<file path="config.mk">
export PLATFORM = sky130hd
export DESIGN_NAME = game_phase_sequencer
export DESIGN_NICKNAME = d
export VERILOG_FILES = /design/src/rtl/game_pkg.sv /design/src/rtl/hp_tracker.sv /design/src/rtl/game_phase_sequencer.sv
export SDC_FILE = /design/constraint.sdc
export NUM_CORES = 1
export LEC_CHECK = 0
export BUFFER_PORTS_ARGS = -buffer_cell sky130_fd_sc_hd__clkbuf_2
export CAP_MARGIN = 20
export CORE_AREA = 2 2 86 122
export DETAILED_ROUTE_END_ITERATION = 6
export DIE_AREA = 0 0 88 124
export PLACE_DENSITY_LB_ADDON = 0.3
export SYNTH_ARGS = -nofsm -noshare
export SYNTH_HDL_FRONTEND = slang
export SYNTH_HIERARCHICAL = 1
export SYNTH_SLANG_ARGS = --single-unit
</file>
<file path="constraint.sdc">
create_clock -name clk -period 11.2 [get_ports clk]
set_clock_uncertainty 0.15 [all_clocks]
set_input_delay 0.56 -clock clk [delete_from_list [all_inputs] [get_ports clk]]
set_output_delay 0.56 -clock clk [all_outputs]
set_load 0.01 [all_outputs]
</file>
<file path="src/rtl/game_pkg.sv">
// Shared types and helpers for the game phase sequencer: sequencer states,
// pixel width and the RGB444 saturating compositor.
package game_pkg;

    localparam int PIXEL_W = 12;

    typedef enum logic [2:0] {
        ST_ROUND_RST,
        ST_START,
        ST_RUN,
        ST_GAMEOVER,
        ST_VICTORY
    } seq_state_t;

    // Each 4-bit channel adds independently and clamps at full intensity.
    function automatic logic [PIXEL_W-1:0] sat_add_rgb444(
        input logic [PIXEL_W-1:0] a,
        input logic [PIXEL_W-1:0] b
    );
        logic [4:0]         sum;
        logic [PIXEL_W-1:0] res;
        res = '0;
        for (int c = 0; c < 3; c++) begin
            sum = {1'b0, a[c*4 +: 4]} + {1'b0, b[c*4 +: 4]};
            res[c*4 +: 4] = sum[4] ? 4'hF : sum[3:0];
        end
        return res;
    endfunction

endpackage

</file>
<file path="src/rtl/hp_tracker.sv">
// Player HP register: nets damage and heal in one cycle, clamps to [0, HP_MAX]
// and flags when the value about to be stored is zero.
module hp_tracker
#(
    parameter int HP_MAX = 20,
    parameter int HP_W   = 8
)
(
    input  logic            clk,
    input  logic            rst,
    input  logic            enable,
    input  logic            restart,
    input  logic            damage_valid,
    input  logic [HP_W-1:0] damage_amt,
    input  logic            heal_valid,
    input  logic [HP_W-1:0] heal_amt,
    output logic [HP_W-1:0] hp,
    output logic            hp_zero
);

    localparam int EXT_W = HP_W + 2;

    logic [HP_W-1:0]         r_hp;
    logic [HP_W-1:0]         w_hp_next;
    logic signed [EXT_W-1:0] w_sum;

    // Two extra bits hold both the negative underflow and the heal overshoot.
    always_comb begin
        w_sum = $signed({2'b00, r_hp});
        if (damage_valid) begin
            w_sum = w_sum - $signed({2'b00, damage_amt});
        end
        if (heal_valid) begin
            w_sum = w_sum + $signed({2'b00, heal_amt});
        end
        w_hp_next = r_hp;
        if (enable) begin
            if (w_sum[EXT_W-1]) begin
                w_hp_next = '0;
            end else if (w_sum[EXT_W-2:0] > (EXT_W-1)'(HP_MAX)) begin
                w_hp_next = HP_W'(HP_MAX);
            end else begin
                w_hp_next = w_sum[HP_W-1:0];
            end
        end
    end

    always_ff @(posedge clk) begin
        if (rst || restart) begin
            r_hp <= HP_W'(HP_MAX);
        end else if (enable) begin
            r_hp <= w_hp_next;
        end
    end

    assign hp      = r_hp;
    assign hp_zero = (w_hp_next == '0);

endmodule

</file>
<file path="src/rtl/game_phase_sequencer.sv">
// Round-robin turn/phase controller with HP tracking and pixel compositing.
// Optional build macro PHASE_TIMEOUT_EN adds a per-phase timeout and timeout_out.
module game_phase_sequencer
    import game_pkg::*;
#(
    parameter int NUM_PHASES     = 3,
    parameter int HP_MAX         = 20,
    parameter int HP_W           = 8,
    parameter int TIMEOUT_CYCLES = 600000,
    localparam int IDX_W         = (NUM_PHASES > 1) ? $clog2(NUM_PHASES) : 1
)
(
    input  logic                          clk,
    input  logic                          rst,
    input  logic [NUM_PHASES-1:0]         phase_finish_in,
    input  logic [NUM_PHASES*PIXEL_W-1:0] phase_pixel_in,
    input  logic [PIXEL_W-1:0]            overlay_pixel_in,
    input  logic                          damage_valid_in,
    input  logic [HP_W-1:0]               damage_amt_in,
    input  logic                          heal_valid_in,
    input  logic [HP_W-1:0]               heal_amt_in,
    input  logic                          enemy_defeated_in,
    input  logic                          restart_in,
    output logic [IDX_W-1:0]              phase_idx_out,
    output logic                          phase_start_out,
    output logic                          phase_rst_out,
    output logic [HP_W-1:0]               hp_out,
    output logic [15:0]                   round_out,
    output logic                          game_over_out,
    output logic                          victory_out,
`ifdef PHASE_TIMEOUT_EN
    output logic                          timeout_out,
`endif
    output logic [PIXEL_W-1:0]            pixel_out
);

    seq_state_t            r_state, w_state_next;
    logic [IDX_W-1:0]      r_idx, w_idx_next;
    logic [15:0]           r_round, w_round_next;
    logic [NUM_PHASES-1:0] r_finish_prev;
    logic [NUM_PHASES-1:0] w_edge;
    logic [NUM_PHASES-1:0] w_sel;
    logic [PIXEL_W-1:0]    w_phase_pix [NUM_PHASES];
    logic [PIXEL_W-1:0]    w_sel_pix;
    logic [PIXEL_W-1:0]    w_base_pix;
    logic                  w_active_edge;
    logic                  w_last_phase;
    logic                  w_hp_zero;
    logic                  w_hp_enable;
    logic                  w_restart;
    logic                  w_timeout_hit;

    assign w_edge = phase_finish_in & ~r_finish_prev;

    generate
        for (genvar gi = 0; gi < NUM_PHASES; gi++) begin : g_phase
            assign w_sel[gi]       = (r_idx == IDX_W'(gi));
            assign w_phase_pix[gi] = phase_pixel_in[gi*PIXEL_W +: PIXEL_W];
        end
    endgenerate

    assign w_active_edge = |(w_edge & w_sel);
    assign w_last_phase  = (r_idx == IDX_W'(NUM_PHASES-1));

    always_comb begin
        w_sel_pix = '0;
        for (int i = 0; i < NUM_PHASES; i++) begin
            if (w_sel[i]) begin
                w_sel_pix = w_phase_pix[i];
            end
        end
    end

`ifdef PHASE_TIMEOUT_EN
    localparam int TMO_W = (TIMEOUT_CYCLES > 1) ? $clog2(TIMEOUT_CYCLES) : 1;

    logic [TMO_W-1:0] r_tmo_cnt;
    logic             r_timeout;
    logic             w_timeout_fire;

    assign w_timeout_hit  = (r_state == ST_RUN) && (r_tmo_cnt == TMO_W'(TIMEOUT_CYCLES-1));
    // A real finish edge or a higher-priority event suppresses the timeout pulse.
    assign w_timeout_fire = w_timeout_hit && !w_active_edge && !w_hp_zero && !enemy_defeated_in;

    always_ff @(posedge clk) begin
        if (rst) begin
            r_tmo_cnt <= '0;
            r_timeout <= 1'b0;
        end else begin
            r_timeout <= w_timeout_fire;
            if (r_state == ST_START) begin
                r_tmo_cnt <= '0;
            end else if (r_state == ST_RUN) begin
                r_tmo_cnt <= r_tmo_cnt + TMO_W'(1);
            end
        end
    end

    assign timeout_out = r_timeout;
`else
    assign w_timeout_hit = 1'b0;
`endif

    always_comb begin
        w_state_next = r_state;
        w_idx_next   = r_idx;
        w_round_next = r_round;
        w_restart    = 1'b0;
        case (r_state)
            ST_ROUND_RST: begin
                w_idx_next   = '0;
                w_state_next = ST_START;
            end
            ST_START: begin
                w_state_next = w_hp_zero ? ST_GAMEOVER : ST_RUN;
            end
            ST_RUN: begin
                if (w_hp_zero) begin
                    w_state_next = ST_GAMEOVER;
                end else if (enemy_defeated_in) begin
                    w_state_next = ST_VICTORY;
                end else if (w_active_edge || w_timeout_hit) begin
                    if (w_last_phase) begin
                        w_round_next = r_round + 16'd1;
                        w_idx_next   = '0;
                        w_state_next = ST_ROUND_RST;
                    end else begin
                        w_idx_next   = r_idx + IDX_W'(1);
                        w_state_next = ST_START;
                    end
                end
            end
            ST_GAMEOVER, ST_VICTORY: begin
                if (restart_in) begin
                    w_restart    = 1'b1;
                    w_round_next = '0;
                    w_idx_next   = '0;
                    w_state_next = ST_ROUND_RST;
                end
            end
            default: begin
                w_idx_next   = '0;
                w_state_next = ST_ROUND_RST;
            end
        endcase
    end

    // Sampling finish levels every cycle means a level already high in START
    // is not seen as an edge once RUN begins.
    always_ff @(posedge clk) begin
        if (rst) begin
            r_state       <= ST_ROUND_RST;
            r_idx         <= '0;
            r_round       <= '0;
            r_finish_prev <= '0;
        end else begin
            r_state       <= w_state_next;
            r_idx         <= w_idx_next;
            r_round       <= w_round_next;
            r_finish_prev <= phase_finish_in;
        end
    end

    assign w_hp_enable = (r_state == ST_RUN) || (r_state == ST_START);

    hp_tracker #(
        .HP_MAX (HP_MAX),
        .HP_W   (HP_W)
    ) u_hp_tracker (
        .clk          (clk),
        .rst          (rst),
        .enable       (w_hp_enable),
        .restart      (w_restart),
        .damage_valid (damage_valid_in),
        .damage_amt   (damage_amt_in),
        .heal_valid   (heal_valid_in),
        .heal_amt     (heal_amt_in),
        .hp           (hp_out),
        .hp_zero      (w_hp_zero)
    );

    always_comb begin
        w_base_pix = w_sel_pix;
        if (r_state == ST_GAMEOVER) begin
            w_base_pix = '0;
        end else if (r_state == ST_VICTORY) begin
            w_base_pix = w_phase_pix[0];
        end
    end

    assign pixel_out       = sat_add_rgb444(w_base_pix, overlay_pixel_in);
    assign phase_idx_out   = r_idx;
    assign round_out       = r_round;
    assign phase_rst_out   = (r_state == ST_ROUND_RST) && !rst;
    assign phase_start_out = (r_state == ST_START) && !rst;
    assign game_over_out   = (r_state == ST_GAMEOVER);
    assign victory_out     = (r_state == ST_VICTORY);

endmodule

</file>
==> impl_metrics.csv, run 1 <==
group,metric,value,unit
timing,worst_pin_slew,0.9552,ns
global_routing,grt_max_degree,33,
setup_path,worstSetupPathType,"reg2out",
yosys,async_reset_ff_share,0,%
clock_network,postCtsSetupBuffers,0,
detailed_routing,drcViolationCount,0,
power_and_ir_drop,switchingPower,0.3026,mW
global_routing,grt_pass1_vias,3740,
timing,hold_viol_final,0,
clock_network,clock_sinks,32,
clock_network,cts_tree,"done",
yosys,yosys.cell_types.count,76,
setup_path,critPathMaxFanout,16,
yosys,ys_ff_latch,32,
final_layout,syn2layout_area_growth,21.25,%
timing,tns,0,ns
power_and_ir_drop,vdd_drop_max,0.07510,mV
yosys,syn_inst,484,
detailed_routing,drt_first_pass_iters,5,
detailed_routing,finalWirelength,10150,um
clock_network,hold_buffers,0,
power_and_ir_drop,p_int,0.3866,mW
timing,rsz0062_at_grt,"false",
detailed_routing,drt_iter0_drc,277,
global_routing,grt_antenna_before_repair,0,
power_and_ir_drop,p_leak,2.018,nW
die,num_rows,43,
final_layout,diodes,0,
setup_path,setup.worst_path.start_class,"register",
power_and_ir_drop,swShare,43.91,%
yosys,ys_seq_area_share,17.52,%
die,die_w,88,um
detailed_routing,routedWlPerCell,14.10,um
placement,dp.cells,712,
die,die_height,124,um
power_and_ir_drop,power_frac_comb,59.2,%
final_layout,fin_nets,692,
placement,port_buffers,114,
global_routing,grt_first_pass_wirelength,16670,um
timing,clock.fmax,0.1897,GHz
clock_network,clk_pin_slew,0.05,ns
final_layout,n_fill_cell,981,
yosys,synth_nets,592,
final_layout,seq_area,640.6,um2
clock_network,cts_buffer_depth,2,
hold_path,hold_path_class,"reg2reg",
global_routing,grt_usage,18.57,%
power_and_ir_drop,power.density,155.4,mW/mm2
final_layout,instances_no_fill,720,
die,core_area,0.009738,mm2
timing,period_minus_slack,5.271,ns
final_layout,multi_input_area,0.002749,mm2
detailed_routing,via_per_inst,5.463,
clock_network,root_buffer,"clkbuf_16",
power_and_ir_drop,pwr-share-clk,19.6,%
timing,slew_violations,0,
yosys,syn-cell-area,0.003657,mm2
hold_path,holdCritStartpoint,"round_out[15]",
final_layout,drive_above_1_share,23.93,%
setup_path,worstSetupStartpoint,"r_state[1]",
clock_network,cts_buffers,5,
final_layout,final_area,0.004434,mm2
power_and_ir_drop,seq_power_share,21.1,%
die,ios,115,
detailed_routing,num_vias,3933,
job,drv_cap,0,
placement,hpwl,8084,um
yosys,synthTopCellsByArea,"dfxtp_1 (18%), ha_1 (10%), nand2_1 (4.1%)",
yosys,synth_warnings,6,
timing,fin_crit_sh,47.06,%
die,dieArea,0.01091,mm2
global_routing,grt-ovfl-total,0,
clock_network,post_cts_resize_count,0,
clock_network,clk_latency,0.27,ns
outcome,status,"completed",
setup_path,arrival,4.56,ns
clock_network,h-tree-depth,2,
yosys,yosysTopAreaCellShare,17.52,%
yosys,synth_top_area_cell,"dfxtp_1",
setup_path,cp.required,10.49,ns
timing,slew_headroom,36.23,%
placement,dpl_cell_area,0.004285,mm2
yosys,avgSynthCellArea,7.556,um2
setup_path,end_kind,"output port",
placement,gp_congestion,0.8836,
yosys,synth_edf_count,0,
yosys,yosys_most_used_dff,"dfxtp_1",
timing,setup_viol,0,
setup_path,timing.rr.start,"u_hp_tracker/hp[0]",
die,initial_core_util,37.56,%
detailed_routing,antenna_left,0,
power_and_ir_drop,power,0.6893,mW
-- power by group through the flow --
stage	sequential (mW)	combinational, mW	clock [mW]
after floorplan	0.135	0.317	0
after global placement	0.147	0.398	0
after detailed placement	0.148	0.408	0
after CTS	0.146	0.410	0.138
after global routing	0.148	0.460	0.143
final	0.146	0.408	0.135
-- flip-flops by register name, summed over array words and instances (netlist names) --
name and cells:
r_state 3, u_hp_tracker/hp 8, phase_idx_out 2, r_finish_prev 3
round_out 16
-- kinds of logic after synthesis --
family | count (synthesis) | synth area share [%]
fa+ha+maj | 35 | 13.00
xor+xnor | 7 | 1.676
mux | 10 | 2.805
buf+inv | 62 | 7.321
flops | 32 | 17.52
simple gates | 196 | 30.79
compound gates | 142 | 26.89
-- metal layers --
layer | global-route usage (%) | up-vias | routed length (um)
met5 | 0 | - | 0
met4 | 6.346 | 0 | 233
met3 | 2.054 | 18 | 441
met2 | 33.66 | 121 | 5221
met1 | 22.38 | 1808 | 4258
li1 | - | 1986 | -
-- cell usage after synthesis, drive strengths merged (2+ instances only) --
| master | number |
|---|---|
| o21ai | 43 |
| nand2 | 40 |
| inv | 39 |
| nor2 | 37 |
| dfxtp | 32 |
| ha | 30 |
| a21oi | 27 |
| nand3 | 24 |
| nor2b | 19 |
| nand2b | 15 |
| buf | 12 |
| a222oi | 9 |
| clkbuf | 9 |
| a31oi | 8 |
| and2 | 8 |
| mux2i | 8 |
| or3 | 8 |
| or4 | 8 |
| a211oi | 7 |
| nor3 | 6 |
| nor4 | 6 |
| xnor2 | 6 |
| a21o | 5 |
| fa | 5 |
| o211ai | 5 |
| o21a | 5 |
| and3 | 4 |
| nand4 | 4 |
| nor4bb | 4 |
| o2111ai | 4 |
| o31ai | 4 |
| a22oi | 3 |
| nand3b | 3 |
| o22ai | 3 |
| or3b | 3 |
| a211o | 2 |
| clkinv | 2 |
| mux2 | 2 |
| nor4b | 2 |
| o21bai | 2 |
| o2bb2ai | 2 |
| o311ai | 2 |
| o31a | 2 |
| o32a | 2 |
-- worst paths after layout --
kind                            cells after the start       endpoint  slack [ns]
worst max-delay path                               12   pixel_out[0]        5.93
worst min register to register                      2  round_out[15]        0.35
worst max register to register                     20  round_out[13]        6.08
worst min-delay path                                2  round_out[15]        0.35
-- critical path, stage by stage, from the launching register on --
cell and delay [ns]:
dfxtp_1 0.59, or3b_1 0.61, clkinv_1 0.61, nor2_1 0.81
a222oi_1 0.19, nor2_1 0.14, ha_1 0.17, inv_1 0.06
fa_1 0.43, nand2b_1 0.18, a21boi_0 0.22, or3_1 0.14
clkbuf_2 0.12
-- area by class of cell --
| class | count | area share, % |
|---|---|---|
| Multi-Input combinational cell | 390 | 61.99 |
| Sequential cell | 32 | 14.45 |
| Timing Repair Buffer | 114 | 12.87 |
| Tap cell | 135 | 3.809 |
| Inverter | 41 | 3.527 |
| Clock buffer | 6 | 3.132 |
| Clock inverter | 2 | 0.2257 |
-- metrics by stage --
| step | util, % | hold slack [ns] | worst slack, ns |
|---|---|---|---|
| after floorplan | - | 0.3516 | 6.426 |
| after global placement | 44.01 | 0.3288 | 6.046 |
| after detailed placement | 44.01 | 0.3370 | 5.863 |
| after CTS | 45.54 | 0.3498 | 5.865 |
| after global routing | 45.54 | 0.3702 | 5.486 |
| final | 45.54 | 0.3508 | 5.929 |
-- cells in the final DEF, fill, tap and decap left out, types with 6 or more instances in the layout --
cell type | synthesis | layout
nor2b_1 | 19 | 19
xnor2_1 | 6 | 6
or3_1 | 8 | 8
or4_1 | 6 | 6
clkbuf_2 | 0 | 114
and2_1 | 7 | 7
nand3_1 | 23 | 23
inv_1 | 38 | 38
ha_1 | 30 | 30
dfxtp_1 | 32 | 32
nand2b_1 | 14 | 14
a31oi_1 | 7 | 7
a222oi_1 | 9 | 9
nand2_1 | 40 | 40
nor2_1 | 37 | 37
a21oi_1 | 26 | 26
mux2i_1 | 8 | 8
o21ai_0 | 28 | 28
o21ai_1 | 14 | 14
a211oi_1 | 6 | 6
(Power assumes the default switching activity.)
==> inputs of run 2 (changes only) <==
==> constraint.sdc (replaced) <==
create_clock -name clk -period 4.9 [get_ports clk]
set_clock_uncertainty 0.15 [all_clocks]
set_input_delay 0.245 -clock clk [delete_from_list [all_inputs] [get_ports clk]]
set_output_delay 0.245 -clock clk [all_outputs]
set_load 0.01 [all_outputs]
==> impl_metrics.csv, run 2 (synthesis results as in run 1) <==
group,metric,value,unit
final_layout,diodes,0,
final_layout,seq_area,640.6,um2
outcome,status,"completed",
setup_path,worstSetupPathType,"reg2reg",
setup_path,cp.required,4.95,ns
detailed_routing,drcViolationCount,0,
timing,tns,0,ns
die,dieArea,0.01091,mm2
timing,hold_viol_final,0,
clock_network,h-tree-depth,2,
die,core_area,0.009738,mm2
final_layout,drive_above_1_share,26.18,%
timing,slew_violations,0,
timing,worst_pin_slew,0.9581,ns
global_routing,grt_pass1_vias,3713,
final_layout,largest_reg_flops,16,
die,initial_core_util,37.56,%
clock_network,cts_tree,"done",
setup_path,end_kind,"register",
detailed_routing,antenna_left,0,
timing,setup_viol,0,
final_layout,multi_input_area,0.002790,mm2
global_routing,grt-ovfl-total,0,
global_routing,grt_max_degree,33,
clock_network,root_buffer,"clkbuf_16",
placement,hpwl,8262,um
placement,port_buffers,114,
detailed_routing,via_per_inst,5.523,
power_and_ir_drop,vdd_drop_max,0.1943,mV
setup_path,critPathMaxFanout,11,
clock_network,clock_sinks,32,
setup_path,setup.worst_path.start_class,"register",
timing,whs,0.04299,ns
die,die_w,88,um
timing,slew_headroom,36.04,%
timing,rsz0062_at_grt,"false",
detailed_routing,finalWirelength,10450,um
power_and_ir_drop,power.density,370.4,mW/mm2
placement,gp_congestion,0.8998,
global_routing,grt_antenna_before_repair,0,
die,num_rows,43,
clock_network,clk_pin_slew,0.05,ns
hold_path,hold_path_class,"in2reg",
global_routing,grt_usage,18.83,%
power_and_ir_drop,power,1.690,mW
detailed_routing,drt_first_pass_iters,5,
detailed_routing,num_vias,4015,
job,drv_cap,0,
detailed_routing,drt_iter0_drc,317,
global_routing,grt_first_pass_wirelength,16770,um
clock_network,clk_latency,0.28,ns
clock_network,cts_buffer_depth,2,
final_layout,fin_nets,699,
final_layout,final_common_cell,"clkbuf_2",
timing,clock.fmax,0.2158,GHz
timing,period_minus_slack,4.634,ns
power_and_ir_drop,p_leak,2.065,nW
die,die_height,124,um
detailed_routing,routedWlPerCell,14.37,um
clock_network,cts_buffers,5,
setup_path,arrival,4.68,ns
die,ios,115,
final_layout,n_fill_cell,968,
clock_network,hold_buffers,0,
final_layout,syn2layout_area_growth,24.73,%
timing,fin_crit_sh,94.57,%
final_layout,final_cell_mix,"clkbuf_2 (114), nand2_1 (40), inv_1 (38)",
==> run 2: changes by cell type in the layout (fill, tap and decap cells not counted), moves of 2 or more <==
cell / change
a211oi_1: -3
clkinv_2: -2
buf_4: +7
a211oi_2: +3
==> run 2: repair_timing <==
action	4_1_cts	5_1_grt
gates resized for setup	0	9
endpoints found under the setup margin	0	14
endpoints found under the hold margin	0	0
setup buffers	0	2
==> run 2: report_power, final <==
part	switching (mW)	internal [mW]	leakage, nW
sequential	0.0488	0.283	0.260
combinational	0.550	0.428	1.72
clock	0.112	0.267	0.0901
==> run 2: through the flow <==
| stage | setup slack [ns] | utilization [%] | instances | area (um2) |
|---|---|---|---|---|
| 2_1_floorplan | 0.2730 | - | 484 | 3657 |
| 3_3_place_gp | 0.3390 | 44.39 | 717 | 4323 |
| 3_5_place_dp | 0.1362 | 44.39 | 717 | 4323 |
| 4_1_cts | 0.1146 | 46.27 | 725 | 4506 |
| 5_1_grt | 0.003771 | 46.85 | 727 | 4562 |
| 6_report | 0.2659 | 46.85 | 727 | 4562 |
==> run 2: final timing paths <==
| path | startpoint | to | slack, ns | cells after the start |
|---|---|---|---|---|
| setup / recovery | u_hp_tracker/hp[0] | round_out[15] | 0.27 | 19 |
| hold / removal | phase_finish_in[0] | r_finish_prev[0] | 0.04 | 2 |
| setup reg to reg | u_hp_tracker/hp[0] | round_out[15] | 0.27 | 19 |
| hold reg to reg | round_out[11] | round_out[11] | 0.34 | 1 |
==> run 2: area by class of cell <==
type	count	share of cell area, %
Clock inverter	1	0.6583
Multi-Input combinational cell	390	61.16
Clock buffer	7	3.346
Inverter	41	3.428
Timing Repair Buffer	121	13.66
Tap cell	135	3.703
Sequential cell	32	14.04
==> run 2: routing by layer <==
layer  track usage, %  vias to the layer above  routed length [um]
li1                 -                     2002                   -
met1            21.60                     1894                4351
met2            34.90                      103                5474
met3            2.982                       16                 438
met4            6.250                        0                 184
met5                0                        -                   0
==> run 2: critical path, stage by stage (launching register included) <==
cell and delay [ns]:
dfxtp_1 0.34, inv_1 0.06, ha_1 0.17, inv_1 0.06, fa_1 0.43, xnor2_1 0.16, a21oi_1 0.23, ha_1 0.31
nor2b_1 0.17, o31a_1 0.28, o31ai_2 0.27, a21oi_1 0.13, xor2_1 0.19, o21ai_4 0.10, o22ai_1 0.14, buf_4 0.18
o311ai_4 0.34, nand3_4 0.18, or4_1 0.49, a21oi_1 0.17
